`config.mk`:
```
export PLATFORM = sky130hd
export DESIGN_NAME = tinyalu_arbiter_flat
export DESIGN_NICKNAME = d
export VERILOG_FILES = /design/src/rtl/tinyalu_arbiter_if.sv /design/src/rtl/tinyalu_arbiter.sv /design/src/flat_wrapper.sv
export SDC_FILE = /design/constraint.sdc
export NUM_CORES = 1
export LEC_CHECK = 0
export CORE_UTILIZATION = 41
export CTS_BUF_LIST = sky130_fd_sc_hd__clkbuf_4 sky130_fd_sc_hd__clkbuf_8 sky130_fd_sc_hd__clkbuf_16
export CTS_CLUSTER_DIAMETER = 50
export CTS_CLUSTER_SIZE = 24
export DETAILED_ROUTE_END_ITERATION = 10
export PLACE_DENSITY = 0.81
export SLEW_MARGIN = 10
export SYNTH_ARGS = -nofsm -noshare
export SYNTH_HDL_FRONTEND = slang
export SYNTH_SLANG_ARGS = --single-unit
```
`constraint.sdc`:
```
create_clock -name clk -period 2.7 [get_ports clk]
set_input_delay 0.27 -clock clk [delete_from_list [all_inputs] [get_ports clk]]
set_output_delay 0.27 -clock clk [all_outputs]
set_load 0.02 [all_outputs]
```
`src/rtl/tinyalu_arbiter_if.sv`:
```
// Requester-side bundle for the TinyALU round-robin arbiter.
// master = requester layer, slave = arbiter.
interface tinyalu_arbiter_if #(
  parameter int NUM_REQ = 4
) ();
  logic [NUM_REQ-1:0]   req_valid;
  logic [8*NUM_REQ-1:0] req_a;
  logic [8*NUM_REQ-1:0] req_b;
  logic [3*NUM_REQ-1:0] req_op;
  logic [NUM_REQ-1:0]   req_ready;
  logic [NUM_REQ-1:0]   rsp_valid;
  logic [15:0]          rsp_result;
  logic                 rsp_err;

  modport master (
    output req_valid, req_a, req_b, req_op,
    input  req_ready, rsp_valid, rsp_result, rsp_err
  );

  modport slave (
    input  req_valid, req_a, req_b, req_op,
    output req_ready, rsp_valid, rsp_result, rsp_err
  );
endinterface

```
`src/rtl/tinyalu_arbiter.sv`:
```
// Round-robin arbiter sharing one TinyALU among NUM_REQ requesters.
// Optional BUSY watchdog enabled by macro TINYALU_ARB_TIMEOUT_EN.
module tinyalu_arbiter #(
  parameter int NUM_REQ = 4,
  parameter int TIMEOUT = 64
) (
  input  logic             clk,
  input  logic             reset_n,
  tinyalu_arbiter_if.slave bus,
  output logic [7:0]       alu_a,
  output logic [7:0]       alu_b,
  output logic [2:0]       alu_op,
  output logic             alu_start,
  input  logic             alu_done,
  input  logic [15:0]      alu_result
);
  localparam int IW = $clog2(NUM_REQ);

  typedef enum logic [1:0] {
    IDLE = 2'd0,
    BUSY = 2'd1,
    RESP = 2'd2
  } state_t;

  state_t             state;
  logic [IW-1:0]      rr;
  logic [IW-1:0]      g;
  logic [IW-1:0]      gnt;
  logic [NUM_REQ-1:0] gnt_oh;
  logic [NUM_REQ-1:0] g_oh;
  logic [7:0]         sel_a;
  logic [7:0]         sel_b;
  logic [2:0]         sel_op;

  generate
    if (NUM_REQ < 2 || NUM_REQ > 8 || TIMEOUT < 1) begin : g_bad_cfg
      $error("tinyalu_arbiter: NUM_REQ must be 2..8, TIMEOUT >= 1");
    end
  endgenerate

`ifdef TINYALU_ARB_TIMEOUT_EN
  localparam int CW = $clog2(TIMEOUT + 1);
  logic [CW-1:0] cnt;
`endif

  // First set bit at or above p, wrapping around
  function automatic logic [IW-1:0] rr_pick(
    input logic [NUM_REQ-1:0] v,
    input logic [IW-1:0]      p
  );
    logic [IW-1:0] r;
    logic          hit;
    int            k;
    r   = p;
    hit = 1'b0;
    for (int i = 0; i < NUM_REQ; i++) begin
      k = (int'(p) + i) % NUM_REQ;
      if (!hit && v[k]) begin
        r   = IW'(k);
        hit = 1'b1;
      end
    end
    return r;
  endfunction

  assign gnt    = rr_pick(bus.req_valid, rr);
  assign gnt_oh = {{(NUM_REQ-1){1'b0}}, 1'b1} << gnt;
  assign g_oh   = {{(NUM_REQ-1){1'b0}}, 1'b1} << g;
  assign sel_a  = bus.req_a[8*gnt +: 8];
  assign sel_b  = bus.req_b[8*gnt +: 8];
  assign sel_op = bus.req_op[3*gnt +: 3];

  always_ff @(posedge clk) begin
    if (!reset_n) begin
      state          <= IDLE;
      rr             <= '0;
      g              <= '0;
      alu_a          <= '0;
      alu_b          <= '0;
      alu_op         <= '0;
      alu_start      <= 1'b0;
      bus.req_ready  <= '0;
      bus.rsp_valid  <= '0;
      bus.rsp_result <= '0;
      bus.rsp_err    <= 1'b0;
`ifdef TINYALU_ARB_TIMEOUT_EN
      cnt            <= '0;
`endif
    end else begin
      bus.req_ready <= '0;
      bus.rsp_valid <= '0;
      unique case (state)
        IDLE: begin
          if (|bus.req_valid) begin
            g             <= gnt;
            bus.req_ready <= gnt_oh;
            if (sel_op > 3'b100) begin
              bus.rsp_valid  <= gnt_oh;
              bus.rsp_result <= '0;
              bus.rsp_err    <= 1'b1;
              state          <= RESP;
            end else begin
              alu_a     <= sel_a;
              alu_b     <= sel_b;
              alu_op    <= sel_op;
              alu_start <= 1'b1;
`ifdef TINYALU_ARB_TIMEOUT_EN
              cnt       <= '0;
`endif
              state     <= BUSY;
            end
          end
        end
        BUSY: begin
          // no_op finishes after a single start cycle
          if (alu_op == 3'b000 || alu_done) begin
            alu_a          <= '0;
            alu_b          <= '0;
            alu_op         <= '0;
            alu_start      <= 1'b0;
            bus.rsp_valid  <= g_oh;
            bus.rsp_result <= (alu_op == 3'b000) ? 16'h0000 : alu_result;
            bus.rsp_err    <= 1'b0;
            state          <= RESP;
          end
`ifdef TINYALU_ARB_TIMEOUT_EN
          else if (cnt == CW'(TIMEOUT - 1)) begin
            alu_a          <= '0;
            alu_b          <= '0;
            alu_op         <= '0;
            alu_start      <= 1'b0;
            bus.rsp_valid  <= g_oh;
            bus.rsp_result <= 16'h0000;
            bus.rsp_err    <= 1'b1;
            state          <= RESP;
          end else begin
            cnt <= cnt + CW'(1);
          end
`endif
        end
        RESP: begin
          bus.rsp_result <= '0;
          bus.rsp_err    <= 1'b0;
          rr    <= (g == IW'(NUM_REQ - 1)) ? '0 : g + IW'(1);
          state <= IDLE;
        end
        default: state <= IDLE;
      endcase
    end
  end
endmodule
```
`src/flat_wrapper.sv`:
```
// flat-port wrapper written by rule: the top's interface ports become plain ports
module tinyalu_arbiter_flat 
#(
  parameter int NUM_REQ = 4,
  parameter int TIMEOUT = 64
)
  (clk, reset_n, alu_a, alu_b, alu_op, alu_start, alu_done, alu_result, bus_req_valid, bus_req_a, bus_req_b, bus_req_op, bus_req_ready, bus_rsp_valid, bus_rsp_result, bus_rsp_err);
  tinyalu_arbiter_if #(.NUM_REQ(NUM_REQ)) bus_i ();
  input  logic clk;
  input  logic reset_n;
  output logic [7:0] alu_a;
  output logic [7:0] alu_b;
  output logic [2:0] alu_op;
  output logic alu_start;
  input  logic alu_done;
  input  logic [15:0] alu_result;
  input wire logic [$bits(bus_i.req_valid)-1:0] bus_req_valid;
  input wire logic [$bits(bus_i.req_a)-1:0] bus_req_a;
  input wire logic [$bits(bus_i.req_b)-1:0] bus_req_b;
  input wire logic [$bits(bus_i.req_op)-1:0] bus_req_op;
  output wire logic [$bits(bus_i.req_ready)-1:0] bus_req_ready;
  output wire logic [$bits(bus_i.rsp_valid)-1:0] bus_rsp_valid;
  output wire logic [$bits(bus_i.rsp_result)-1:0] bus_rsp_result;
  output wire logic [$bits(bus_i.rsp_err)-1:0] bus_rsp_err;
  assign bus_i.req_valid = bus_req_valid;
  assign bus_i.req_a = bus_req_a;
  assign bus_i.req_b = bus_req_b;
  assign bus_i.req_op = bus_req_op;
  assign bus_req_ready = bus_i.req_ready;
  assign bus_rsp_valid = bus_i.rsp_valid;
  assign bus_rsp_result = bus_i.rsp_result;
  assign bus_rsp_err = bus_i.rsp_err;
  tinyalu_arbiter #(.NUM_REQ(NUM_REQ), .TIMEOUT(TIMEOUT)) u_core (.clk(clk), .reset_n(reset_n), .bus(bus_i), .alu_a(alu_a), .alu_b(alu_b), .alu_op(alu_op), .alu_start(alu_start), .alu_done(alu_done), .alu_result(alu_result));
endmodule
```
-- Word-level counts from Yosys, hierarchy flattened
Cells that the tools add are included.
- word-level logic and storage cells: 105
- flip-flop bits (word level): 51
- bits of input ports: 99
- add/subtract/negate cells: 4
- multiply operators: 1
- $lt $le $gt $ge: 5
- muxes and demuxes: 49
- shift operators: 5
- reductions and logical operators: 20
- eq/ne operators: 7
- bitwise operators: 3
- operator list (kind ; count):
    16-bit 2-to-1 mux ; 4
    32-bit by 6-bit indexed part select with 8-bit output ; 2
    16-bit one-hot mux with 3 select lines ; 1
    8-bit 2-to-1 mux ; 5
    8-bit one-hot mux with 2 select lines ; 2
    1-bit 2-to-1 mux ; 15
    2-bit 2-to-1 mux ; 7
    3-bit by 4-bit < comparator with 1-bit output (second input constant) ; 3
    4-bit 2-to-1 mux ; 3
    12-bit by 5-bit indexed part select with 3-bit output ; 1
    3-bit 2-to-1 mux ; 3
    1-bit binary-select mux with 2-bit select ; 4
    4-bit one-hot mux with 2 select lines ; 1
    4-bit AND reduction ; 2
    1-bit by 2-bit left shift with 4-bit output (first input constant) ; 2
    2-bit by 1-bit inequality test with 1-bit output (second input constant) ; 3
    3-bit one-hot mux with 2 select lines ; 1
    2-bit OR reduction ; 3
    2-bit by 1-bit adder with 2-bit output (second input constant) ; 2
    2-bit adder (second input constant) ; 2
    2-bit equality test (second input constant) ; 2
    2-bit by 2-bit multiplier with 4-bit output (first input constant) ; 1
    2-bit one-hot mux with 2 select lines ; 1
    2-bit AND reduction ; 2
    16 further kinds ; 22

-- Depth between registers and ports, before layout
- word-level depth: 20
- mapped depth: 11

-- Worst setup path after synthesis
No wires, ideal clock.
- kind: register to register
- start point: register u_core.rr[1]
- end point: register u_core.alu_a[2]
- setup time: 0.120 ns
- clock period less this slack: 2.341 ns
- path slack: 0.359 ns
- data required time: 2.580 ns
- cell stages (with the launch flop): 11
- arrival: 2.222 ns
- cells stage by stage: dfxtp_1 > nor3_1 > or4_1 > buf_2 > nand2_4 > mux2_2 > o211ai_1 > o21ai_2 > buf_6 > buf_6 > mux2i_1
- longest elaborated chain between the ends: 17
- elaborated cells on any way between the ends: 35
- RTL lines (element ; RTL line ; text):
    from (decl) ; tinyalu_arbiter.sv:26 ; logic [IW-1:0] rr;
    from (signal assigned) ; tinyalu_arbiter.sv:144 ; rr <= (g == IW'(NUM_REQ - 1)) ? '0 : g + IW'(1);
    2-bit by 1-bit adder with 2-bit output or 1-bit binary-select mux with 2-bit select (tied branches) ; tinyalu_arbiter.sv:57, tinyalu_arbiter.sv:58 ;
    1-bit binary-select mux with 2-bit select or 1-bit 2-to-1 mux (tied branches) ; tinyalu_arbiter.sv:58 ; if (!hit && v[k]) begin
    1-bit 2-to-1 mux (implied by the code) ; tinyalu_arbiter.sv:58 ;
    1-bit 2-to-1 mux (implied by the code) or 1-bit zero test (tied branches) ; tinyalu_arbiter.sv:58 ;
    1-bit logical AND ; tinyalu_arbiter.sv:58 ;
    1-bit 2-to-1 mux ; tinyalu_arbiter.sv:58 ;
    1-bit zero test ; tinyalu_arbiter.sv:58 ;
    1-bit logical AND ; tinyalu_arbiter.sv:58 ;
    1-bit 2-to-1 mux ; tinyalu_arbiter.sv:58 ;
    1-bit zero test ; tinyalu_arbiter.sv:58 ;
    1-bit logical AND ; tinyalu_arbiter.sv:58 ;
    2-bit 2-to-1 mux (*) ; tinyalu_arbiter.sv:58 ;
    2-bit by 2-bit multiplier with 4-bit output ; tinyalu_arbiter.sv:71 ; assign sel_op = bus.req_op[3*gnt +: 3];
    12-bit by 5-bit indexed part select with 3-bit output ; tinyalu_arbiter.sv:71 ;
    3-bit > comparator ; tinyalu_arbiter.sv:97 ; if (sel_op > 3'b100) begin
    2-bit inequality test (no line) ; - ;
    4-bit AND reduction (no line) ; - ;
    to (signal assigned) ; tinyalu_arbiter.sv:103 ; alu_a <= sel_a;
    to (decl) ; tinyalu_arbiter.sv:10 ; output logic [7:0] alu_a,
Every way passes the cells marked *; elsewhere a longest branch is shown, timed or not. The select of a mux whose other input is x is not followed.
A chain may end at the register's enable or synchronous reset.

-- Worst setup path in the final report
- start point: input port bus_req_valid[0]
- end point: register u_core.bus.rsp_result[9]
- longest elaborated chain between the ends: 17
- elaborated cells on any way between the ends: 30
- RTL lines (element ; RTL line ; text):
    from (decl) ; flat_wrapper.sv:17 ; input wire logic [$bits(bus_i.req_valid)-1:0] bus_req_valid;
    1-bit binary-select mux with 2-bit select ; tinyalu_arbiter.sv:58 ;
    1-bit 2-to-1 mux (implied by the code) ; tinyalu_arbiter.sv:58 ;
    1-bit 2-to-1 mux ; tinyalu_arbiter.sv:58 ;
    1-bit zero test ; tinyalu_arbiter.sv:58 ;
    1-bit logical AND ; tinyalu_arbiter.sv:58 ;
    1-bit 2-to-1 mux ; tinyalu_arbiter.sv:58 ;
    1-bit zero test ; tinyalu_arbiter.sv:58 ;
    1-bit logical AND ; tinyalu_arbiter.sv:58 ;
    1-bit 2-to-1 mux ; tinyalu_arbiter.sv:58 ;
    1-bit zero test ; tinyalu_arbiter.sv:58 ;
    1-bit logical AND ; tinyalu_arbiter.sv:58 ;
    2-bit 2-to-1 mux ; tinyalu_arbiter.sv:58 ;
    2-bit by 2-bit multiplier with 4-bit output ; tinyalu_arbiter.sv:71 ;
    12-bit by 5-bit indexed part select with 3-bit output ; tinyalu_arbiter.sv:71 ;
    3-bit > comparator ; tinyalu_arbiter.sv:97 ;
    2-bit by 1-bit inequality test with 1-bit output (no line) ; - ;
    4-bit AND reduction (no line) (*) ; - ;
    to (signal assigned) ; tinyalu_arbiter.sv:122 ; bus.rsp_result <= (alu_op == 3'b000) ? 16'h0000 : alu_result;
    to (decl) ; tinyalu_arbiter_if.sv:22 ; output req_ready, rsp_valid, rsp_result, rsp_err
Marks and branches as above.

==> impl_metrics.env <==
export IMPL_fin_area_um2=4630
export IMPL_fp_dieW_um=86.7
export IMPL_synth_edf_count=0
export IMPL_initial_core_util=0.428
export IMPL_grt_max_degree=44
export IMPL_track_usage=0.213
export IMPL_fin_setup_tns_ns=0
export IMPL_wl_met1_mm=3.18
export IMPL_clock_latency_ns=0.30
export IMPL_critPathLaunchType="input port"
export IMPL_antenna_left=0
export IMPL_rsz0062_at_grt="no"
export IMPL_final_setup_worst_slack_ns=0.186
export IMPL_clockBufferDepth=2
export IMPL_reg2regPathDepth=8
export IMPL_place_gp_congestion=0.813
export IMPL_rows=30
export IMPL_cts_resized=0
export IMPL_numCtsBuffers=5
export IMPL_wl_met2_mm=4.07
export IMPL_worstPathMaxFanout=17
export IMPL_synthArstFlopShare=0
export IMPL_slew_viol_final=0
export IMPL_synthDistinctLibCells=41
export IMPL_wl_mm=7.83
export IMPL_portBuffers=143
export IMPL_drt_iter0_markers=101
export IMPL_status="finished, final reports clean"
export IMPL_p_leak_nw=1.88
export IMPL_antenna_found_initial=0
export IMPL_hold_viol=0
export IMPL_grt_pass1_wl_mm=12.6
export IMPL_wl_per_cell_um=13.2
export IMPL_nNetsFinal=601
export IMPL_syn_area_um2=2940
export IMPL_cp_arrival_ns=2.71
export IMPL_min_period_ns=2.51
export IMPL_path_clk_slew_ns=0.09
export IMPL_yosysWarnings=0
export IMPL_cts_tree="yes"
export IMPL_ctsHoldBuffers=0
export IMPL_synth_seq_area_share=0.348
export IMPL_die_area_um2=7510
export IMPL_layout_commonest_cell="clkdlybuf4s50_1"
export IMPL_cts_setup_buffers=0
export IMPL_ios=144
export IMPL_clock_fmax_mhz=398
export IMPL_core_area_um2=6870
export IMPL_synth_seq_cells=51
export IMPL_endpoint_kind="register"
export IMPL_firstDrtPassIters=5
export IMPL_syn_avg_cell_area_um2=8.52
export IMPL_drc=0
export IMPL_met3_length_um=485
export IMPL_synth_main_ff_cell="dfxtp_1"
export IMPL_hold_class="input port to register"
export IMPL_r2r_setup_slack_ns=0.19
export IMPL_worstMarginPinSlew_ns=0.444
export IMPL_grt_pass1_vias=2845
export IMPL_crit_type="input port to register"
export IMPL_layout_common_cells="clkdlybuf4s50_1, nand2_1, mux2i_1"
export IMPL_fin_total_pwr_mw=3.70
export IMPL_r2r_end="u_core.bus.rsp_result[9]$_SDFFE_PN0P_"
export IMPL_whs_endpoint="u_core.state[0]$_SDFFE_PN0P_"
export IMPL_slew_headroom=0.701
export IMPL_via_per_inst=4.98
export IMPL_grt_overflow=0
export IMPL_place_area_um2=4540
export IMPL_area_growth_pct=57.7
export IMPL_clock_skew_ns=0.00558
export IMPL_crit_required_ns=2.90
export IMPL_clock_sinks=51
export IMPL_ir_drop_v=0.000480
export IMPL_drive_gt1_frac=0.0768
export IMPL_htree_num_levels=2
export IMPL_hold_depth=3
export IMPL_synth_nets=452
export IMPL_vias=2941
export IMPL_root_buffer="clkbuf_8"
export IMPL_setup_viol=0
export IMPL_r2r_start="u_core.rr[1]$_SDFFE_PN0N_"
export IMPL_routed_top_layer="met4"
export IMPL_netlist_instances=345
export IMPL_hold_start="reset_n"
export IMPL_period_share=0.931
export IMPL_die_h_um=86.7
export IMPL_n_antenna_cell=0
export IMPL_post_dp_hpwl_mm=6.12
export IMPL_pwr_density_cell_nw_per_um2=798
export IMPL_dp_slack_ns=-0.139
export IMPL_drv_cap=0
registers in the layout, indices dropped and copies added, names as in the netlist:
register	cells
u_core.bus.rsp_result	16
u_core.alu_a	8
u_core.alu_b	8
u_core.bus.req_ready	4
u_core.bus.rsp_valid	4
u_core.alu_op	3
u_core.g	2
u_core.rr	2
u_core.state	2
u_core.alu_start	1
u_core.bus.rsp_err	1
worst max path at each step:
stage                                   start                                     to  slack, ns  cells past startpoint
CTS                          bus_req_valid[0]  u_core.bus.rsp_result[9]$_SDFFE_PN0P_       0.19                      9
global route        u_core.rr[1]$_SDFFE_PN0N_  u_core.bus.rsp_result[9]$_SDFFE_PN0P_       0.03                      8
floorplan           u_core.rr[1]$_SDFFE_PN0N_           u_core.alu_a[2]$_SDFFE_PN0P_       0.36                     10
finish                       bus_req_valid[0]  u_core.bus.rsp_result[9]$_SDFFE_PN0P_       0.19                      9
detailed placement           bus_req_valid[0]  u_core.bus.rsp_result[9]$_SDFFE_PN0P_      -0.14                      9
global placement             bus_req_valid[3]  u_core.bus.rsp_result[3]$_SDFFE_PN0P_      -0.09                      9
metal layers:
| layer | vias up | GRT usage |
|---|---|---|
| met5 | - | 0 |
| met3 | 10 | 0.0486 |
| met1 | 1334 | 0.231 |
| li1 | 1487 | - |
| met4 | 0 | 0.0500 |
| met2 | 110 | 0.414 |
synthesized netlist by cell type (all sizes together), types with 2 or more instances:
library cell  count  area (µm²)
nand2            93         357
mux2i            72         721
dfxtp            51        1020
nand3            18        90.1
nor2             14        52.6
buf              11        93.8
clkbuf           11        41.3
o21ai             9        48.8
a21oi             8        40.0
ha                8         100
and3              6        37.5
inv               5        18.8
nor2b             4        25.0
nor4              4        25.0
a211oi            3        32.5
nor3              3        15.0
o211ai            3        22.5
nand2b            2        12.5
nand4b            2        17.5
o211a             2        20.0
o32ai             2        25.0
or3               2        12.5
kinds of logic after synthesis:
group,after synthesis,share of synthesized area
mux,73,0.249
buf+inv,28,0.0537
simple gates,153,0.235
compound gates,32,0.0809
fa+ha+maj,8,0.0341
flops,51,0.348
power breakdown:
part           internal (mW)  total (mW)  switching (mW)
Sequential             0.923        1.03           0.105
Clock                  0.181       0.437           0.257
Combinational           1.12        2.23            1.11
stage by stage:
stage | utilization | cells | hold WS, ns
after detailed placement | 0.661 | 583 | 0.451
final | 0.674 | 591 | 0.360
after CTS | 0.674 | 591 | 0.350
after global routing | 0.674 | 591 | 0.355
after global placement | 0.661 | 583 | 0.441
after floorplan | - | 345 | 0.412
critical path: stages:
cell and delay [ns]:
clkdlybuf4s50_1 0.43, nor2b_1 0.15, or4_1 0.65, nand2_4 0.15, mux2_2 0.36, o211ai_1 0.25, o32ai_4 0.14, buf_12 0.18
mux2i_1 0.12
area by class of cell:
type                    instances  area (µm²)
fillers                       573        2240
well taps                      96         120
repair buffers                164        1610
clock inverters                 3        20.0
clock buffers                   5        68.8
inverters                       6        22.5
flip-flops and latches         51        1020
multi-input cells             266        1770
Power figures use the tool's default switching activity.
